### config.mk
export PLATFORM = sky130hd
export DESIGN_NAME = rx_frame_controller
export DESIGN_NICKNAME = d
export VERILOG_FILES = /design/src/rtl/rx_frame_controller.sv
export SDC_FILE = /design/constraint.sdc
export NUM_CORES = 1
export LEC_CHECK = 0
export CORE_UTILIZATION = 50
export CTS_CLUSTER_SIZE = 10
export DETAILED_ROUTE_END_ITERATION = 16
export PLACE_DENSITY_LB_ADDON = 0.2
export SETUP_SLACK_MARGIN = 0.5
export SKIP_LAST_GASP = 1
export SYNTH_ARGS = -nofsm -noshare
export SYNTH_HDL_FRONTEND = slang
export SYNTH_SLANG_ARGS = --single-unit
### constraint.sdc
create_clock -name clk -period 2.23 [get_ports clk]
set_clock_uncertainty 0.2 [all_clocks]
set_input_delay 0.3345 -clock clk [delete_from_list [all_inputs] [get_ports clk]]
set_output_delay 0.3345 -clock clk [all_outputs]
set_load 0.01 [all_outputs]
### src/rtl/rx_frame_controller.sv
// rx_frame_controller: start-bit detection, per-bit sample timing and
// stop-bit validation for the serial receive path. The shift register
// itself is outside this block; it is driven through shift_en/shift_bit.
//
// state | meaning
// IDLE  | waiting for a falling line while armed and enabled
// START | timing the start bit, rejecting it if high at the sample point
// DATA  | timing data bits, one shift strobe per bit
// STOP  | timing the stop bit, exits early at its sample point
// BREAK | stop bit was low; wait for the line to return high
module rx_frame_controller #(
  parameter int OVERSAMPLE   = 16,
  parameter int SAMPLE_POINT = 7,
  parameter int DATA_BITS    = 8
) (
  input  logic       clk,
  input  logic       rst,
  input  logic       enable,
  input  logic       rx_in,
  output logic       shift_en,
  output logic       shift_bit,
  output logic [3:0] bit_index,
  output logic       char_valid,
  output logic       frame_error,
  output logic       false_start,
  output logic       busy
);

  localparam int SUB_W = $clog2(OVERSAMPLE);
  localparam logic [SUB_W-1:0] SUB_LAST = SUB_W'(OVERSAMPLE - 1);
  localparam logic [SUB_W-1:0] SUB_SAMP = SUB_W'(SAMPLE_POINT);
  localparam logic [3:0]       BIT_LAST = 4'(DATA_BITS - 1);

  localparam logic [2:0] ST_IDLE  = 3'd0;
  localparam logic [2:0] ST_START = 3'd1;
  localparam logic [2:0] ST_DATA  = 3'd2;
  localparam logic [2:0] ST_STOP  = 3'd3;
  localparam logic [2:0] ST_BREAK = 3'd4;

  logic [2:0]       state, state_n;
  logic [SUB_W-1:0] sub_cnt, sub_n, sub_inc;
  logic [3:0]       bit_cnt, bit_n;
  logic             armed, armed_n;
  logic             shift_en_n, shift_bit_n;
  logic             char_valid_n, frame_error_n, false_start_n;
  logic             at_samp, at_last;

  assign sub_inc = (sub_cnt == SUB_LAST) ? '0 : sub_cnt + SUB_W'(1);
  assign at_samp = (sub_cnt == SUB_SAMP);
  assign at_last = (sub_cnt == SUB_LAST);

  // Next-state, counter and pulse decode for the receive sequence.
  always_comb begin
    state_n       = state;
    sub_n         = sub_cnt;
    bit_n         = bit_cnt;
    armed_n       = armed;
    shift_en_n    = 1'b0;
    shift_bit_n   = shift_bit;
    char_valid_n  = 1'b0;
    frame_error_n = 1'b0;
    false_start_n = 1'b0;
    case (state)
      ST_IDLE: begin
        // A line that has never been seen high since reset/break is not a start.
        if (rx_in) begin
          armed_n = 1'b1;
        end else if (enable && armed) begin
          state_n = ST_START;
          sub_n   = '0;
        end
      end
      ST_START: begin
        sub_n = sub_inc;
        if (at_samp && rx_in) begin
          false_start_n = 1'b1;
          state_n       = ST_IDLE;
          sub_n         = '0;
        end else if (at_last) begin
          bit_n   = '0;
          state_n = ST_DATA;
        end
      end
      ST_DATA: begin
        sub_n = sub_inc;
        if (at_samp) begin
          shift_en_n  = 1'b1;
          shift_bit_n = rx_in;
        end
        if (at_last) begin
          if (bit_cnt == BIT_LAST) state_n = ST_STOP;
          else                     bit_n   = bit_cnt + 4'd1;
        end
      end
      ST_STOP: begin
        sub_n = sub_inc;
        // Leave at the sample point so the next start edge can land inside
        // the remainder of this stop bit.
        if (at_samp) begin
          sub_n = '0;
          if (rx_in) begin
            char_valid_n = 1'b1;
            state_n      = ST_IDLE;
          end else begin
            frame_error_n = 1'b1;
            state_n       = ST_BREAK;
            armed_n       = 1'b0;
          end
        end
      end
      ST_BREAK: begin
        if (rx_in) begin
          armed_n = 1'b1;
          state_n = ST_IDLE;
        end
      end
      default: begin
        state_n = ST_IDLE;
        sub_n   = '0;
      end
    endcase
  end

  // State, counters and registered outputs; outputs are decoded from next state.
  always_ff @(posedge clk) begin
    if (rst) begin
      state       <= ST_IDLE;
      sub_cnt     <= '0;
      bit_cnt     <= '0;
      armed       <= 1'b0;
      shift_en    <= 1'b0;
      shift_bit   <= 1'b0;
      bit_index   <= '0;
      char_valid  <= 1'b0;
      frame_error <= 1'b0;
      false_start <= 1'b0;
      busy        <= 1'b0;
    end else begin
      state       <= state_n;
      sub_cnt     <= sub_n;
      bit_cnt     <= bit_n;
      armed       <= armed_n;
      shift_en    <= shift_en_n;
      shift_bit   <= shift_bit_n;
      bit_index   <= (state_n == ST_DATA) ? bit_n : 4'd0;
      char_valid  <= char_valid_n;
      frame_error <= frame_error_n;
      false_start <= false_start_n;
      busy        <= (state_n == ST_START) || (state_n == ST_DATA) ||
                     (state_n == ST_STOP);
    end
  end

endmodule
==> flow_summary.json, run 1 <==
{
  "netlist_area_mm2": 0.00110,
  "multi_input_area_um2": 644,
  "drc": 0,
  "final_util_pct": 69.3,
  "critPathKind": "reg2reg",
  "pin_count": 14,
  "worstSetupStartpoint": "state[2]$_SDFF_PP0_",
  "layout_min_cycle_time_ps": 1740,
  "drt.antenna.violating_nets": 0,
  "die_x_um": 48.8,
  "yosysWarnings": 0,
  "synthCells": 112,
  "cts-buffers-inserted": 3,
  "tightest_slew_ps": 516,
  "p_seq_share_pct": 59.9,
  "routedWlPerCell_um": 14.9,
  "cp_max_fo": 6,
  "grt_util_all_layers_pct": 23.1,
  "cpPeakStageDelay_ps": 430,
  "worstPathArrival_ps": 1790,
  "seq_area_frac_synth_pct": 40.1,
  "syn_avg_cell_area_um2": 9.80,
  "slowest_stage": "or3b_4",
  "grt_antenna_before_repair": 0,
  "crit_chain": "buf_6 > or3b_4 > o32ai_4 > buf_6 > nand4_1 > a21oi_2",
  "setup_tns_ps": 0,
  "power_frac_clock_pct": 33.0,
  "first_pass_iters": 3,
  "ys_types": 43,
  "root_buffer": "clkbuf_4",
  "clk_pin_slew_ps": 120,
  "power_per_cell_area_mw_per_mm2": 477,
  "rows": 16,
  "post-route-period-util_pct": 78.2,
  "path_common_cell": "buf_6",
  "antenna_cells": 0,
  "report.power.total_uw": 669,
  "port_buffers": 13,
  "status": "finished, final reports clean",
  "p_sw_share_pct": 22.6,
  "dr_wl_met2_mm": 1.14,
  "ir_drop_mv": 0.361,
  "grt_start_max_net_pins": 13,
  "hold_path_class": "in2reg",
  "vias": 902,
  "critPathRequiredTime_ps": 2280,
  "top_layer_used": "met4",
  "drt-initial-drc-count": 1,
  "slew_viol_final": 0,
  "insertion_delay_ps": 310,
  "final_common_cell": "nor2_1",
  "hold_buffers": 0,
  "rsz0062_at_grt": "true",
  "hpwl_mm": 1.65,
  "gp_congestion": 0.791,
  "hold_viol_final": 0,
  "cap_violations": 0,
  "dp_slack_ps": 200,
  "coreArea_mm2": 0.00202,
  "holdCritStartpoint": "rx_in",
  "fin_ws_ps": 486,
  "grt_pass1_vias": 844,
  "gr-total-overflow": 0,
  "cts_tree": "done",
  "die_h_um": 48.8,
  "worst_setup_path_end_kind": "register",
  "grt_pass1_wl_mm": 4.11,
  "initial_utilization_pct": 54.3,
  "regArea_um2": 454,
  "p_leak_uw": 0.000629,
  "met3_wirelength_um": 69,
  "fin_nets": 139,
  "r2r_start": "state[2]$_SDFF_PP0_",
  "slew_headroom_pct": 65.5,
  "cts_max_path_buffers": 2,
  "htree_levels": 1,
  "ys_ff_latch": 22,
  "worstSetupStartpointType": "register",
  "drive_above_1_share_pct": 28.8,
  "clock_sinks": 22,
  "pwr-share-comb_pct": 7.0,
  "fmax_mhz": 573,
  "setup_viol": 0,
  "routed_wl_mm": 2.36,
  "p_switching_uw": 151,
  "final_cell_mix": "18 x nor2_1, 13 x dfxtp_1, 9 x dlymetal6s2s_1",
  "viasPerCell": 5.67,
  "intPower_uw": 518,
  "die_area_mm2": 0.00239,
  "synth_nets": 118,
  "syn2layout_area_growth_pct": 27.7,
  "n_fill_cell": 164,
  "met1Wirelength_mm": 1.10
}
-- power groups by stage --
stage	registers, uW	clock network [uW]	logic, uW
after floorplan	408	0	28.9
after global routing	402	251	50.5
final	401	221	47.1
after CTS	401	229	44.3
after global placement	410	0	39.4
after detailed placement	410	0	40.9
-- cell type report --
class                           instances  area share (%)
Inverter                                1           0.268
Multi-Input combinational cell         83            46.0
Timing Repair Buffer                   22            16.3
Sequential cell                        22            32.4
Clock buffer                            4            2.59
Tap cell                               27            2.41
-- routing by layer --
| metal | track usage (%) | vias to the layer above |
|---|---|---|
| met2 | 36.3 | 12 |
| met1 | 28.1 | 428 |
| met3 | 7.17 | 7 |
| met4 | 12.7 | 0 |
| li1 | - | 455 |
| met5 | 0 | - |
-- worst paths after layout --
kind         slack, ps                      end  cells past startpoint
max                490  sub_cnt[3]$_SDFFE_PP0P_                      6
min                150      state[2]$_SDFF_PP0_                      2
max reg2reg        490  sub_cnt[3]$_SDFFE_PP0P_                      6
min reg2reg        290   shift_bit$_SDFFE_PP0P_                      2
-- cell usage after synthesis, drive strengths merged --
master	instances	area (um^2)
a2111o	2	22.5
a21o	1	7.51
a21oi	7	35.0
a221oi	1	26.3
a22oi	7	71.3
a31oi	1	6.26
a32oi	1	8.76
and2	2	12.5
and3	1	6.26
and3b	2	17.5
and4b	2	20.0
and4bb	1	12.5
buf	4	35.0
clkbuf	2	7.51
dfxtp	22	440
ha	2	25.0
inv	1	3.75
mux2i	1	10.0
nand2	4	15.0
nand3	6	42.5
nand3b	2	15.0
nand4	2	27.5
nor2	18	67.6
nor2b	2	12.5
nor3	5	30.0
nor3b	1	12.5
nor4	1	6.26
o21ai	4	20.0
o31ai	1	7.51
o32ai	1	27.5
or2	1	6.26
or3b	2	20.0
or4b	1	10.0
xnor2	1	8.76
-- timing repair --
item / 4_1_cts / 5_1_grt
pin swaps: 8 / 3
setup endpoints to repair: 14 / 21
buffers inserted: 6 / 1
resized for setup: 14 / 17
-- critical path: cells and delay by family (launching register included) --
kind,cells,cell delay (ps)
DFF,1,360
AOI/OAI and AO/OA,2,290
buffers and inverters,2,290
and+or+nand+nor,2,540
-- stage by stage --
step / area (um^2) / hold slack [ps] / cells
detailed placement: 1240 / 270 / 148
global placement: 1240 / 258 / 148
floorplan: 1100 / 213 / 112
CTS: 1350 / 288 / 158
global route: 1400 / 162 / 159
finish: 1400 / 154 / 159
-- cell families (layout without fill, tap and decap cells) --
logic type	count (synthesis)	count (layout)	share of synthesized area, %
compound gates	26	26	21.2
xor+xnor	1	1	0.798
mux	1	1	0.912
simple gates	53	53	30.4
buf+inv	7	27	4.22
flops	22	22	40.1
fa+ha+maj	2	2	2.28
-- registers in the layout, indices dropped and copies added (netlist names) --
| signal | cells |
|---|---|
| state | 3 |
| sub_cnt | 4 |
| frame_error | 1 |
| bit_cnt | 4 |
| char_valid | 1 |
| bit_index | 4 |
| shift_bit | 1 |
| busy | 1 |
| shift_en | 1 |
| false_start | 1 |
| armed | 1 |
No activity file was read; power rests on OpenSTA's default activity.
==> inputs of run 2 (changes only) <==
clock period = 1.7 ns   (was 2.23 ns; I/O delays follow)
==> run 2 against run 1 <==
Compared with the run above:
- sequential share of layout area shrank 2.4 points
- total power grew 32%
- clock power grew 29%
- worst setup slack lost 480 ps
- largest power group unchanged
- utilization grew 7.9 points
- fmax grew 2.8%
- sequential power grew 30%
==> flow_summary.json, run 2 (synthesized netlist as in run 1, its figures left out) <==
{
  "viasPerCell": 5.70,
  "hold_path_class": "reg2reg",
  "drt.antenna.violating_nets": 0,
  "layout_min_cycle_time_ps": 1700,
  "pin_count": 14,
  "worst_setup_path_end_kind": "register",
  "grtUsageMet3_pct": 3.12,
  "worstPathArrival_ps": 1740,
  "die_x_um": 48.8,
  "coreArea_mm2": 0.00202,
  "gr-total-overflow": 0,
  "hpwl_mm": 1.67,
  "rsz0062_at_grt": "true",
  "fmax_mhz": 590,
  "vias": 992,
  "routed_wl_mm": 2.74,
  "critPathRequiredTime_ps": 1740,
  "cap_violations": 0,
  "grt_start_max_net_pins": 13,
  "cts-buffers-inserted": 3,
  "dp_slack_ps": -140,
  "hold_viol_final": 0,
  "cts_tree": "done",
  "drc": 0,
  "clock_sinks": 22,
  "status": "finished, final reports clean",
  "grt_antenna_before_repair": 0,
  "ir_drop_mv": 0.459,
  "insertion_delay_ps": 300,
  "grt_pass1_vias": 955,
  "routedWlPerCell_um": 15.7,
  "slew_viol_final": 0,
  "htree_levels": 1,
  "rows": 16,
  "crit_chain": "or3b_4 > o32ai_4 > buf_6 > nand4_4 > nor2b_1",
  "grt_util_all_layers_pct": 23.2,
  "die_h_um": 48.8,
  "fin_area_mm2": 0.00156,
  "worstSetupStartpointType": "register",
  "tightest_slew_ps": 293,
  "fin_ws_ps": 3.97,
  "cpPeakStageDelay_ps": 450,
  "grt.busiest_layer": "met2",
  "first_pass_iters": 4,
  "critPathBufInv": 1,
  "critPathKind": "reg2reg",
  "cts_max_path_buffers": 2,
  "p_leak_uw": 0.000576,
  "grtUsageMet2_pct": 40.3,
  "port_buffers": 13,
  "gp_congestion": 0.792,
  "reg.largest.list": "bit_cnt x4, bit_index x4, sub_cnt x4",
  "final_common_cell": "buf_4",
  "fin_nets": 154,
  "placed_area_mm2": 0.00135,
  "grt_pass1_wl_mm": 4.30,
  "post-route-period-util_pct": 99.8,
  "grt_use_met1_pct": 29.8,
  "power_per_cell_area_mw_per_mm2": 566,
  "die_area_mm2": 0.00239,
  "slowest_stage": "dfxtp_4",
  "final_cell_mix": "20 x buf_4, 15 x nor2_1, 10 x dfxtp_1",
  "slew_headroom_pct": 80.4,
  "initial_utilization_pct": 54.3,
  "setup_viol": 0,
  "root_buffer": "clkbuf_4",
  "crit_family": "simple AND/OR/NAND/NOR gates",
  "antenna_cells": 0,
  "syn2layout_area_growth_pct": 42.3,
  "cp_max_fo": 9,
  "drt-initial-drc-count": 11,
  "drive_above_1_share_pct": 53.7,
  "clk_pin_slew_ps": 120
}
==> run 2: changes by cell type in the layout (fill, tap and decap cells not counted), sizes merged <==
| cell | before | now |
|---|---|---|
| dlygate4sd2 | 2 | 0 |
| dlymetal6s2s | 9 | 0 |
| clkdlybuf4s50 | 2 | 3 |
| buf | 9 | 34 |
==> run 2: tightest hold or removal path, cell delays in order (launching register included) <==
cell,delay [ps]
dfxtp_1,330
o31ai_1,60
a21oi_1,70
==> run 2: what timing repair did <==
item | in CTS | in global routing
buffers inserted | 9 | 5
endpoints found under the setup margin | 32 | 32
pin swaps | 12 | 9
hold buffers | 0 | 0
gates resized for setup | 57 | 15
==> run 2: worst paths after layout <==
| check | endpoint | slack [ps] | start | depth (start not counted) |
|---|---|---|---|---|
| max | bit_index[2]$_SDFF_PP0_ | 4 | state[0]$_SDFF_PP0_ | 5 |
| min | armed$_SDFFE_PP0P_ | 290 | armed$_SDFFE_PP0P_ | 2 |
| max reg2reg | bit_index[2]$_SDFF_PP0_ | 4 | state[0]$_SDFF_PP0_ | 5 |
| min reg2reg | armed$_SDFFE_PP0P_ | 290 | armed$_SDFFE_PP0P_ | 2 |
==> run 2: area by class of cell <==
cell class,count,area (um^2)
clock buffers,4,36.3
inverters,1,3.75
flip-flops and latches,22,468
well taps,27,33.8
multi-input cells,83,726
repair buffers,37,294
fillers,135,460
==> run 2: where the power goes <==
| part | internal, uW | leakage [uW] | switching [uW] |
|---|---|---|---|
| Sequential | 514 | 0.000185 | 6.72 |
| Combinational | 37.8 | 0.000370 | 39.6 |
| Clock | 131 | 0.0000210 | 156 |
| Total | 682 | 0.000576 | 202 |
==> run 2: through the flow <==
| stage | total power, uW | util (%) | hold slack (ps) | TNS (ps) | std cells |
|---|---|---|---|---|---|
| 2_1_floorplan | 575 | - | 124 | 0 | 112 |
| 3_3_place_gp | 598 | 66.7 | 257 | -850 | 156 |
| 3_5_place_dp | 600 | 66.7 | 264 | -1110 | 156 |
| 4_1_cts | 880 | 72.5 | 282 | 0 | 169 |
| 5_1_grt | 914 | 77.2 | 328 | -169 | 174 |
| 6_report | 884 | 77.2 | 292 | 0 | 174 |
==> run 2: metal layers <==
layer / vias to the layer above / routed length [um]
met2: 31 / 1380
met4: 0 / 42
li1: 487 / -
met1: 468 / 1170
met5: - / 0
met3: 6 / 139
==> inputs of run 3 (changes only) <==
==> constraint.sdc (replaced) <==
create_clock -name clk -period 1.7 [get_ports clk]
set_clock_uncertainty 0.2 [all_clocks]
set_input_delay 0.34 -clock clk [delete_from_list [all_inputs] [get_ports clk]]
set_output_delay 0.34 -clock clk [all_outputs]
set_load 0.01 [all_outputs]
==> run 3 against run 2 <==
Compared with the run above:
- flip-flop and latch count did not move
- worst setup slack got worse by 25 ps
- sequential power barely moved
- die area did not move
- fmax fell by 1.4%
- worst hold slack got worse by 88 ps
- sequential share of layout area fell by 2.7 points
- global-route usage rose by 1.4 points
- the run now ends with setup timing left
- critical endpoint is now bit_cnt[2]$_SDFF_PP0_
- largest power group unchanged
==> flow_summary.json, run 3 (synthesized netlist as in run 1, its figures left out) <==
{
  "final_common_cell": "buf_4",
  "layout_min_cycle_time_ps": 1720,
  "routedWlPerCell_um": 19.5,
  "hold_viol_final": 0,
  "first_pass_iters": 4,
  "power_frac_clock_pct": 40.6,
  "port_buffers": 13,
  "coreArea_mm2": 0.00202,
  "tightest_slew_ps": 420,
  "ir_drop_mv": 0.630,
  "rsz0062_at_grt": "true",
  "routed_wl_mm": 3.53,
  "grt_use_met1_pct": 30.9,
  "critPathKind": "reg2reg",
  "reg.largest.list": "bit_cnt x4, bit_index x4, sub_cnt x4",
  "fin_nets": 161,
  "grt_util_all_layers_pct": 24.6,
  "slew_viol_final": 0,
  "status": "finished, violations left",
  "grtUsageMet3_pct": 4.36,
  "p_seq_share_pct": 50.8,
  "multi_input_area_um2": 797,
  "htree_levels": 1,
  "worstSetupStartpoint": "sub_cnt[0]$_SDFFE_PP0P_",
  "power_per_cell_area_mw_per_mm2": 607,
  "rows": 16,
  "final_cell_mix": "24 x buf_4, 12 x dfxtp_1, 11 x nor2_1",
  "setup_viol": 2,
  "gr-total-overflow": 0,
  "setup_tns_ps": -31.7,
  "n_fill_cell": 100,
  "drt-initial-drc-count": 38,
  "cap_violations": 0,
  "grt_pass1_vias": 955,
  "clock_sinks": 22,
  "hold_buffers": 0,
  "syn2layout_area_growth_pct": 54.7,
  "grt_antenna_before_repair": 0,
  "post-route-period-util_pct": 101,
  "cts-buffers-inserted": 3,
  "viasPerCell": 6.04,
  "holdCritStartpoint": "rx_in",
  "placed_area_mm2": 0.00135,
  "insertion_delay_ps": 330,
  "worstPathArrival_ps": 1780,
  "slew_headroom_pct": 71.9,
  "cts_tree": "done",
  "final_util_pct": 84.0,
  "grt.busiest_layer": "met2",
  "grt_pass1_wl_mm": 4.53,
  "cts_max_path_buffers": 2,
  "drt.antenna.violating_nets": 0,
  "critPathRequiredTime_ps": 1760,
  "p_sw_share_pct": 22.7,
  "clk_pin_slew_ps": 130,
  "gp_congestion": 0.820,
  "p_switching_uw": 234,
  "root_buffer": "clkbuf_4",
  "die_h_um": 48.8,
  "vias": 1093,
  "worst_setup_path_end_kind": "register",
  "fin_area_mm2": 0.00170,
  "grtUsageMet2_pct": 41.9,
  "drive_above_1_share_pct": 61.0,
  "die_area_mm2": 0.00239,
  "worstSetupStartpointType": "register",
  "hold_path_class": "in2reg",
  "drc": 0,
  "intPower_uw": 797,
  "regArea_um2": 463,
  "pwr-share-comb_pct": 8.6,
  "r2r_start": "sub_cnt[0]$_SDFFE_PP0P_",
  "initial_utilization_pct": 54.3,
  "fmax_mhz": 581,
  "cp_max_fo": 7,
  "grt_start_max_net_pins": 14,
  "violations": "setup timing",
  "antenna_cells": 0,
  "p_leak_uw": 0.000636,
  "pin_count": 14,
  "fin_ws_ps": -20.9,
  "hpwl_mm": 1.70,
  "die_x_um": 48.8
}
-- run 3: cell types whose count changed in the layout (fill, tap and decap cells not counted), sizes merged --
cell | before | now
clkdlybuf4s50 | 3 | 2
buf | 34 | 41
dlymetal6s2s | 0 | 1
clkbuf | 4 | 3
bufinv | 0 | 1
-- run 3: layout make-up --
cell class,count,area share [%]
sequential,22,27.3
clock inverter,1,1.77
clock buffer,3,1.33
multi-input combinational,83,46.9
inverter,1,0.221
tap,27,1.99
timing repair buffer,44,20.5
-- run 3: layer usage --
| layer | vias up | routed length, um |
|---|---|---|
| met5 | - | 0 |
| met4 | 0 | 72 |
| met3 | 8 | 141 |
| met2 | 40 | 1780 |
| met1 | 535 | 1540 |
| li1 | 510 | - |
-- run 3: repair_timing --
item,in CTS,in global routing
setup buffers,13,8
endpoints found under the setup margin,32,32
gates resized for setup,57,30
pin swaps,8,14
-- run 3: power groups by stage --
stage                     clock, uW  sequential, uW  combinational (uW)
final                           419             523                88.6
after floorplan                   0             535                40.7
after detailed placement          0             537                64.2
after global routing            441             524                94.5
after CTS                       408             521                74.5
after global placement            0             537                62.8
-- run 3: worst max-delay path, stage by stage, from the launching register on --
cell and delay [ps]:
dfxtp_2 380, ha_4 200, buf_6 110, buf_6 80, and3_4 240, a31oi_4 100
a21oi_2 160, nor2b_1 190
-- run 3: stage by stage --
stage	cells	power, uW	setup WS [ps]	hold WS [ps]
finish	181	1030	-20.9	204
global route	181	1060	-65.1	214
CTS	173	1000	2.29	287
detailed placement	156	601	-212	268
global placement	156	600	-194	258
floorplan	112	575	116	209
-- run 3: path summary, 6_finish.rpt --
| check | endpoint | slack [ps] | cells past startpoint |
|---|---|---|---|
| setup reg to reg | bit_cnt[2]$_SDFF_PP0_ | -20 | 7 |
| setup / recovery | bit_cnt[2]$_SDFF_PP0_ | -20 | 7 |
| hold / removal | state[2]$_SDFF_PP0_ | 200 | 3 |
| hold reg to reg | armed$_SDFFE_PP0P_ | 330 | 2 |
